File: config.mk
export PLATFORM = sky130hd
export DESIGN_NAME = pll_lock_ctrl
export DESIGN_NICKNAME = d
export VERILOG_FILES = /design/src/rtl/pll_lock_ctrl.sv
export SDC_FILE = /design/constraint.sdc
export NUM_CORES = 1
export LEC_CHECK = 0
export ABC_CLOCK_PERIOD_IN_PS = 3400
export BUFFER_PORTS_ARGS = -buffer_cell sky130_fd_sc_hd__buf_2
export CAP_MARGIN = 10
export CORE_ASPECT_RATIO = 1.2
export CORE_MARGIN = 8
export CORE_UTILIZATION = 45
export CTS_CLUSTER_SIZE = 14
export DETAILED_ROUTE_END_ITERATION = 8
export GPL_ROUTABILITY_DRIVEN = 0
export PLACE_DENSITY_LB_ADDON = 0.2
export SLEW_MARGIN = 0
export SYNTH_ARGS = -nofsm -noshare
export SYNTH_HDL_FRONTEND = slang
export SYNTH_SLANG_ARGS = --single-unit
File: constraint.sdc
create_clock -name clk -period 3.4 [get_ports clk]
set_input_delay 0.17 -clock clk [delete_from_list [all_inputs] [get_ports clk]]
set_output_delay 0.17 -clock clk [all_outputs]
set_load 0.01 [all_outputs]
File: src/rtl/pll_lock_ctrl.sv
// Soft-PLL supervisor: reset/lock sequencing, lock monitoring, runtime divider/duty reconfiguration.
// Latency: pll_lock seen 2 cycles after change; lock qualified after LOCK_STABLE synced-high cycles.
// Backpressure: cfg_busy high outside LOCKED/FAIL, requests then dropped. Option PLL_LOCK_CTRL_PWD_EN adds pll_pwd.
module pll_lock_ctrl #(
    parameter int         RST_CYCLES   = 16,
    parameter int         LOCK_STABLE  = 64,
    parameter int         LOCK_TIMEOUT = 65535,
    parameter int         MAX_RETRY    = 3,
    parameter logic [9:0] DEF_ODIV     = 10'd100,
    parameter logic [9:0] DEF_DUTY     = 10'd100
`ifdef PLL_LOCK_CTRL_PWD_EN
    ,
    parameter int         PWD_CYCLES   = 16
`endif
) (
    input  logic       clk,
    input  logic       rst,
    input  logic       pll_lock,
    input  logic       cfg_req,
    input  logic [9:0] cfg_odiv,
    input  logic [9:0] cfg_duty,
    output logic       pll_rst,
    output logic [9:0] dyn_odiv0,
    output logic [9:0] dyn_duty0,
    output logic       ctrl_locked,
    output logic       cfg_busy,
    output logic       cfg_ack,
    output logic       cfg_err,
    output logic       lock_fail,
    output logic [7:0] relock_cnt
`ifdef PLL_LOCK_CTRL_PWD_EN
    ,
    output logic       pll_pwd
`endif
);

    localparam logic [2:0] RST_ASSERT = 3'd0;
    localparam logic [2:0] WAIT_LOCK  = 3'd1;
    localparam logic [2:0] LOCKED     = 3'd2;
    localparam logic [2:0] APPLY      = 3'd3;
    localparam logic [2:0] FAIL       = 3'd4;
`ifdef PLL_LOCK_CTRL_PWD_EN
    localparam logic [2:0] PWD        = 3'd5;
    localparam logic [2:0] INIT_STATE = PWD;
    localparam int         PW_W       = (PWD_CYCLES > 1) ? $clog2(PWD_CYCLES) : 1;
    localparam logic [PW_W-1:0] PW_LAST = PW_W'(PWD_CYCLES - 1);
`else
    localparam logic [2:0] INIT_STATE = RST_ASSERT;
`endif

    localparam int RC_W = (RST_CYCLES > 1) ? $clog2(RST_CYCLES) : 1;
    localparam int SC_W = $clog2(LOCK_STABLE + 1);
    localparam int TC_W = $clog2(LOCK_TIMEOUT + 1);
    localparam int RT_W = $clog2(MAX_RETRY + 1);
    localparam logic [RC_W-1:0] RC_LAST = RC_W'(RST_CYCLES - 1);
    localparam logic [SC_W-1:0] SC_DONE = SC_W'(LOCK_STABLE);
    localparam logic [TC_W-1:0] TC_DONE = TC_W'(LOCK_TIMEOUT);
    localparam logic [RT_W-1:0] RT_MAX  = RT_W'(MAX_RETRY);

    logic [2:0]      state, state_nxt;
    logic [1:0]      lock_sync;
    logic            lock_s;
    logic [RC_W-1:0] rst_cnt, rst_cnt_nxt;
    logic [SC_W-1:0] stable_cnt, stable_nxt;
    logic [TC_W-1:0] tmo_cnt, tmo_nxt;
    logic [RT_W-1:0] retry_cnt, retry_nxt;
    logic [7:0]      relock_nxt;
    logic [9:0]      odiv_nxt, duty_nxt;
    logic            err_nxt, pll_rst_nxt, busy_nxt;
    logic [10:0]     odiv_ext, duty_ext, duty_max;
    logic            cfg_ok;
`ifdef PLL_LOCK_CTRL_PWD_EN
    logic [PW_W-1:0] pwd_cnt, pwd_cnt_nxt;
    logic            from_fail, from_fail_nxt;
`endif

    assign lock_s = lock_sync[1];

    // 11-bit arithmetic so 2*odiv-1 cannot wrap for odiv >= 512
    assign odiv_ext = {1'b0, cfg_odiv};
    assign duty_ext = {1'b0, cfg_duty};
    assign duty_max = {cfg_odiv, 1'b0} - 11'd1;
    assign cfg_ok   = (odiv_ext >= 11'd2) && (duty_ext != 11'd0) && (duty_ext <= duty_max);

    always_comb begin
        state_nxt   = state;
        rst_cnt_nxt = rst_cnt;
        stable_nxt  = stable_cnt;
        tmo_nxt     = tmo_cnt;
        retry_nxt   = retry_cnt;
        relock_nxt  = relock_cnt;
        odiv_nxt    = dyn_odiv0;
        duty_nxt    = dyn_duty0;
        err_nxt     = 1'b0;
`ifdef PLL_LOCK_CTRL_PWD_EN
        pwd_cnt_nxt   = pwd_cnt;
        from_fail_nxt = from_fail;
`endif
        case (state)
            RST_ASSERT: begin
                if (rst_cnt == RC_LAST) begin
                    state_nxt   = WAIT_LOCK;
                    rst_cnt_nxt = '0;
                end else begin
                    rst_cnt_nxt = rst_cnt + 1'b1;
                end
            end
            WAIT_LOCK: begin
                stable_nxt = lock_s ? stable_cnt + 1'b1 : '0;
                tmo_nxt    = tmo_cnt + 1'b1;
                if (stable_nxt == SC_DONE) begin
                    state_nxt  = LOCKED;
                    retry_nxt  = '0;
                    stable_nxt = '0;
                    tmo_nxt    = '0;
                end else if (tmo_nxt == TC_DONE) begin
                    retry_nxt  = retry_cnt + 1'b1;
                    stable_nxt = '0;
                    tmo_nxt    = '0;
                    state_nxt  = (retry_nxt == RT_MAX) ? FAIL : RST_ASSERT;
                end
            end
            LOCKED: begin
                // lock loss outranks a same-cycle request
                if (!lock_s) begin
                    state_nxt  = RST_ASSERT;
                    relock_nxt = (relock_cnt == 8'hFF) ? relock_cnt : relock_cnt + 8'd1;
                end else if (cfg_req) begin
                    if (cfg_ok) begin
                        state_nxt = APPLY;
                        odiv_nxt  = cfg_odiv;
                        duty_nxt  = cfg_duty;
                    end else begin
                        err_nxt = 1'b1;
                    end
                end
            end
            APPLY: begin
`ifdef PLL_LOCK_CTRL_PWD_EN
                state_nxt     = from_fail ? PWD : RST_ASSERT;
                from_fail_nxt = 1'b0;
`else
                state_nxt = RST_ASSERT;
`endif
            end
            FAIL: begin
                if (cfg_req) begin
                    if (cfg_ok) begin
                        state_nxt = APPLY;
                        retry_nxt = '0;
                        odiv_nxt  = cfg_odiv;
                        duty_nxt  = cfg_duty;
`ifdef PLL_LOCK_CTRL_PWD_EN
                        from_fail_nxt = 1'b1;
`endif
                    end else begin
                        err_nxt = 1'b1;
                    end
                end
            end
`ifdef PLL_LOCK_CTRL_PWD_EN
            PWD: begin
                if (pwd_cnt == PW_LAST) begin
                    state_nxt   = RST_ASSERT;
                    pwd_cnt_nxt = '0;
                end else begin
                    pwd_cnt_nxt = pwd_cnt + 1'b1;
                end
            end
`endif
            default: state_nxt = RST_ASSERT;
        endcase

        pll_rst_nxt = (state_nxt == RST_ASSERT) || (state_nxt == FAIL);
        busy_nxt    = (state_nxt == RST_ASSERT) || (state_nxt == WAIT_LOCK) || (state_nxt == APPLY);
`ifdef PLL_LOCK_CTRL_PWD_EN
        pll_rst_nxt = pll_rst_nxt || (state_nxt == PWD);
        busy_nxt    = busy_nxt || (state_nxt == PWD);
`endif
    end

    always_ff @(posedge clk) begin
        if (rst) begin
            state       <= INIT_STATE;
            lock_sync   <= 2'b00;
            rst_cnt     <= '0;
            stable_cnt  <= '0;
            tmo_cnt     <= '0;
            retry_cnt   <= '0;
            relock_cnt  <= 8'd0;
            dyn_odiv0   <= DEF_ODIV;
            dyn_duty0   <= DEF_DUTY;
            pll_rst     <= 1'b1;
            ctrl_locked <= 1'b0;
            cfg_busy    <= 1'b1;
            cfg_ack     <= 1'b0;
            cfg_err     <= 1'b0;
            lock_fail   <= 1'b0;
`ifdef PLL_LOCK_CTRL_PWD_EN
            pwd_cnt     <= '0;
            from_fail   <= 1'b0;
            pll_pwd     <= 1'b1;
`endif
        end else begin
            state       <= state_nxt;
            lock_sync   <= {lock_sync[0], pll_lock};
            rst_cnt     <= rst_cnt_nxt;
            stable_cnt  <= stable_nxt;
            tmo_cnt     <= tmo_nxt;
            retry_cnt   <= retry_nxt;
            relock_cnt  <= relock_nxt;
            dyn_odiv0   <= odiv_nxt;
            dyn_duty0   <= duty_nxt;
            pll_rst     <= pll_rst_nxt;
            ctrl_locked <= (state_nxt == LOCKED);
            cfg_busy    <= busy_nxt;
            cfg_ack     <= (state_nxt == APPLY);
            cfg_err     <= err_nxt;
            lock_fail   <= (state_nxt == FAIL);
`ifdef PLL_LOCK_CTRL_PWD_EN
            pwd_cnt     <= pwd_cnt_nxt;
            from_fail   <= from_fail_nxt;
            pll_pwd     <= (state_nxt == PWD);
`endif
        end
    end

endmodule
Word level (Yosys, flattened, before mapping)
Index checks and enable logic that the tools add are counted.
{"block": "totals", "regBits": 68, "mem_count": 0, "rom_bits": 0, "latchBits": 0, "mem_bits_rw": 0}
{"block": "classes", "eq_ne": 16, "addsub": 6, "reduce_logical": 13, "multipliers": 0, "magnitude_cmp": 2, "div": 0, "shifts": 0, "n_mux": 31, "bitwise": 2}
{"operator": "10-bit 2-to-1 mux", "count": 6}
{"operator": "10-bit case mux with 2 select lines", "count": 2}
{"operator": "16-bit 2-to-1 mux", "count": 2}
{"operator": "3-bit 2-to-1 mux", "count": 7}
{"operator": "7-bit 2-to-1 mux", "count": 3}
{"operator": "16-bit by 1-bit adder with 16-bit output, second input constant", "count": 1}
{"operator": "16-bit equality test, second input constant", "count": 1}
{"operator": "3-bit case mux with 4 select lines", "count": 1}
{"operator": "10-bit by 11-bit less-or-equal comparator with 1-bit output", "count": 1}
{"operator": "11-bit nonzero test", "count": 1}
{"operator": "11-bit by 1-bit subtractor with 11-bit output, second input constant", "count": 1}
{"operator": "10-bit by 2-bit greater-or-equal comparator with 1-bit output, second input constant", "count": 1}
{"operator": "3-bit by 2-bit equality test with 1-bit output, second input constant", "count": 3}
{"operator": "8-bit by 1-bit adder with 8-bit output, second input constant", "count": 1}
{"operator": "8-bit equality test, second input constant", "count": 1}
{"operator": "2-bit 2-to-1 mux", "count": 4}
{"operator": "7-bit by 1-bit adder with 7-bit output, second input constant", "count": 1}
{"operator": "7-bit equality test, second input constant", "count": 1}
{"operator": "3-bit by 1-bit equality test with 1-bit output, second input constant", "count": 2}
{"operator": "3-bit equality test, second input constant", "count": 2}
{"operator": "3-bit logical NOT", "count": 2}
{"operator": "2-bit inequality test, second input constant", "count": 3}
{"operator": "4-bit by 1-bit adder with 4-bit output, second input constant", "count": 1}
{"operator": "4-bit equality test, second input constant", "count": 1}
{"operator": "other kinds (14)", "count": 21}

Logic depth before layout (Yosys ltp)
{"block": "depth", "depth_word": 10, "depth_mapped": 15, "depth_no_buf": 13}

Worst setup path before layout
OpenSTA, ideal clock, no wires.
{"block": "synth_timing", "path_kind": "input to register", "startpoint": "in cfg_odiv[2]", "endpoint": "reg dyn_duty0[0]", "arrival_time_ps": 2844, "setup_slack_ps": 429, "cell_stages": 15, "path_cell_list": "nor4_1 nand2b_1 nor2_1 nand2_1 xor2_1 ha_1 a21oi_1 nand2_1 a2111oi_0 o311a_1 and2_1 buf_6 buf_6 mux2i_1 nor2_1"}
{"block": "synth_via", "elab_chain_len": 7, "elab_cells_between_ends": 9, "classes_between": "add/sub (1); order compare (2); mux (4); reduce/logical (2)"}
{"element": "from (decl)", "line_no": "20", "text": "input logic [9:0] cfg_odiv,"}
{"element": "11-bit by 1-bit subtractor with 11-bit output or 10-bit by 2-bit greater-or-equal comparator with 1-bit output (tied branches)", "line_no": "82, 83"}
{"element": "10-bit by 11-bit less-or-equal comparator with 1-bit output or 1-bit logical AND (tied branches)", "line_no": "83", "text": "assign cfg_ok = (odiv_ext >= 11'd2) && (duty_ext != 11'd0) && (duty_ext <= duty_max);"}
{"element": "1-bit logical AND *", "line_no": "83"}
{"element": "10-bit 2-to-1 mux * (2 in series)"}
{"element": "10-bit 2-to-1 mux"}
{"element": "10-bit case mux with 2 select lines *"}
{"element": "to (signal assigned)", "line_no": "213", "text": "dyn_duty0 <= duty_nxt;"}
{"element": "to (decl)", "line_no": "24", "text": "output logic [9:0] dyn_duty0,"}
Every way passes the cells marked *; elsewhere a longest branch is shown, timed or not. The select of a mux whose other input is x is not followed.
A chain may end at the register's enable or synchronous reset.

Worst setup path in the final report
{"block": "layout_timing", "startpoint": "in cfg_odiv[2]", "endpoint": "reg dyn_duty0[2]"}
Same word-level chain as after synthesis.

==> results.sh <==
export IMPL_status="finished clean"
export IMPL_grt_use_total_pct=14.88
export IMPL_syn_area_mm2=0.003661
export IMPL_die_w_um=98.34
export IMPL_drive_gt1_share_pct=18.90
export IMPL_post_cts_resized=0
export IMPL_fin_crit_ns=2.837
export IMPL_drc=0
export IMPL_post_place_cells=550
export IMPL_synth_edf_count=0
export IMPL_synth_area_per_cell_um2=8.822
export IMPL_hp_start="pll_lock"
export IMPL_synth_warnings=0
export IMPL_worst_path_buf_inv=2
export IMPL_grt_setup_unrepaired="false"
export IMPL_hold_path_class="input port to register"
export IMPL_synth_adder_area_share_pct=5.810
export IMPL_ant_nets=0
export IMPL_vias=3150
export IMPL_slew_headroom_pct=39.49
export IMPL_cts_clk_slew_worst_paths_ns=0.07
export IMPL_crit_chain="buf_2, nor4_1, nand2b_1, nor2_1, nand2_1, xor2_1, ha_1, a21oi_1, nand2_1, a2111oi_0, o311a_1, and2_1, buf_4, nor2b_1, a211o_1"
export IMPL_whs_path_depth=2
export IMPL_synth_mux_area_share_pct=5.571
export IMPL_wl_mm=8.179
export IMPL_ys_types=61
export IMPL_synth_main_ff_cell="dfxtp_1"
export IMPL_fp_dieH_um=114.8
export IMPL_worstPathArrival_ns=3.07
export IMPL_drt_iter0_markers=154
export IMPL_yosysMostFrequentCell="dfxtp_1"
export IMPL_critical_path_class="input port to register"
export IMPL_cp_slowest_stage_delay_ns=0.38
export IMPL_worstPathMaxFanout=15
export IMPL_pwr_density_cell_mw_per_mm2=367.3
export IMPL_synth_commonest_cells="dfxtp_1 (68), nor2_1 (45), nand2_1 (30), nand3_1 (19)"
export IMPL_cts_max_path_buffers=2
export IMPL_io_pin_count=58
export IMPL_finalNonFillerCells=566
export IMPL_multi_input_area_mm2=0.002111
export IMPL_vias_per_cell=5.565
export IMPL_drtPass1Iterations=4
export IMPL_cp_top_family="compound AO/OA/AOI/OAI gates"
export IMPL_cts_root_buf="clkbuf_8"
export IMPL_finalCoreUtilization_pct=51.69
export IMPL_hold_violations=0
export IMPL_diodes=0
export IMPL_cts_setup_buffers=0
export IMPL_ys_async_sr_fraction_pct=0
export IMPL_h_tree_depth=3
export IMPL_seqCellArea_mm2=0.001361
export IMPL_nets=507
export IMPL_whs_ns=0.04003
export IMPL_area_growth_pct=13.19
export IMPL_nFillCells=773
export IMPL_timing_setup_tns_ns=0
export IMPL_finalSetupViolCount=0
export IMPL_synth_xor_area_share_pct=5.024
export IMPL_grt_pass1_wl_mm=13.82
export IMPL_cts_sink_count=68
export IMPL_irDropWorstVdd_mv=0.2397
export IMPL_start_util_pct=45.66
export IMPL_cpMaxStageDelayCell="a2111oi_0"
export IMPL_clock_skew_ns=0.005379
export IMPL_wl_per_cell_um=14.45
export IMPL_r2r_slack_ns=0.69
export IMPL_startpoint_type="input port"
export IMPL_hold_path_end="lock_sync[0]"
export IMPL_cts_buffers=9
export IMPL_antenna_found_initial=0
export IMPL_overflow=0
export IMPL_cap_violations=0
export IMPL_tightest_slew_ns=0.9077
export IMPL_r2r_start="tmo_cnt[1]"
export IMPL_ys_seq_area_share_pct=37.18
export IMPL_yosys_area_top_type="dfxtp_1"
export IMPL_cp_data_required_time_ns=3.64
export IMPL_postSynthCellCount=415
export IMPL_dp_hpwl_mm=6.084
export IMPL_synth_top_family_by_area="simple AND/OR/NAND/NOR gates"
export IMPL_rr_worst_depth=9
export IMPL_crit_top_cell="nand2_1"
export IMPL_r2r_end="stable_cnt[3]"
export IMPL_synth_seq_cells=68
export IMPL_max_freq_mhz=352.5
export IMPL_tritoncts="built"
export IMPL_synth_simple_area_share_pct=24.91
export IMPL_synth_top_cell_area_share_pct=37.18
export IMPL_fin_crit_sh_pct=83.44
export IMPL_synth_nets=456
export IMPL_ys_top_cells_by_area="dfxtp_1 (37%), ha_1 (5.8%), mux2i_1 (4.6%)"
export IMPL_grt_pass1_vias=3107
export IMPL_dieArea_mm2=0.01129
export IMPL_hold_buffers=0
export IMPL_rows=36
export IMPL_synth_compound_gate_area_share_pct=16.34
export IMPL_clkLatencyLatePin_ns=0.34
export IMPL_end_kind="register"
export IMPL_core_area_mm2=0.008018
export IMPL_numPortBuffers=57
export IMPL_finalMaxSlewViolations=0
export IMPL_p_leak_nw=1.601
export IMPL_grt_max_degree=51
==> how the worst max path moves through the flow <==
stage,from,end,cells past startpoint
floorplan,cfg_odiv[2],dyn_duty0[0],15
CTS,cfg_odiv[2],dyn_duty0[2],15
global route,cfg_odiv[2],dyn_odiv0[9],15
detailed placement,cfg_odiv[2],dyn_duty0[2],15
global placement,cfg_odiv[2],dyn_duty0[2],15
finish,cfg_odiv[2],dyn_duty0[2],15
==> layout make-up <==
type,count,share of cell area (%)
clock buffer,15,4.257
timing repair buffer,63,7.971
sequential,68,32.85
tap,95,2.868
inverter,11,0.9964
clock inverter,1,0.1208
multi-input combinational,313,50.94
==> cell usage in the layout, fill, tap and decap left out, drive strengths merged, types with 6 or more instances in the layout <==
| master | count |
|---|---|
| a211o | 6 |
| nand2 | 30 |
| buf | 63 |
| nand3 | 20 |
| dfxtp | 68 |
| nand2b | 9 |
| a21oi | 15 |
| xor2 | 12 |
| nor2b | 10 |
| clkbuf | 15 |
| nand4 | 10 |
| o21ai | 13 |
| nor4 | 9 |
| nor2 | 45 |
| nor3 | 12 |
| mux2i | 17 |
| a31oi | 11 |
| xnor2 | 9 |
| ha | 17 |
| inv | 11 |
==> cells by family after synthesis <==
logic type	count (synthesis)
XOR/XNOR	21
multiplexers	20
adder cells (fa/ha/maj)	17
buffers and inverters	34
AND/OR/NAND/NOR	172
AO/OA/AOI/OAI	83
flip-flops	68
==> routing by layer <==
layer / share of wire, % / track usage, % / vias up
li1: - / - / 1612
met1: 47 / 17.97 / 1461
met2: 46 / 23.94 / 60
met3: 4.4 / 3.574 / 17
met4: 2.5 / 8.205 / 0
met5: 0 / 0 / -
==> registers in the layout (all words and copies together), names as in the netlist <==
name,count
lock_fail,1
lock_sync,2
rst_cnt,4
dyn_odiv0,10
pll_rst,1
state,3
dyn_duty0,10
tmo_cnt,16
retry_cnt,2
stable_cnt,7
cfg_ack,1
cfg_busy,1
cfg_err,1
relock_cnt,8
ctrl_locked,1
==> per-stage QoR <==
stage	setup slack (ns)	instance area, um2	power, mW
after floorplan	0.4289	3661	0.8850
after global placement	0.3035	3963	0.9238
after detailed placement	0.2600	3963	0.9262
after CTS	0.5681	4144	1.549
after global routing	0.3330	4144	1.595
final	0.5631	4144	1.522
==> worst reg2reg max path, delay by kind of cell (launching register included) <==
family                     cells  cell delay, ns
buffers and inverters          1            0.20
and+or+nand+nor                4            0.91
adders and majority gates      1            0.42
xor gates and xnor gates       1            0.23
AOI/OAI and AO/OA              1            0.12
DFF                            1            0.45
muxes                          1            0.25
==> where the power goes <==
group	switching (mW)	total [mW]	leakage, nW	internal, mW
combinational	0.0587	0.100	0.958	0.0415
clock	0.289	0.614	0.0937	0.325
sequential	0.00607	0.808	0.549	0.802
No activity file was read; power rests on OpenSTA's default activity.
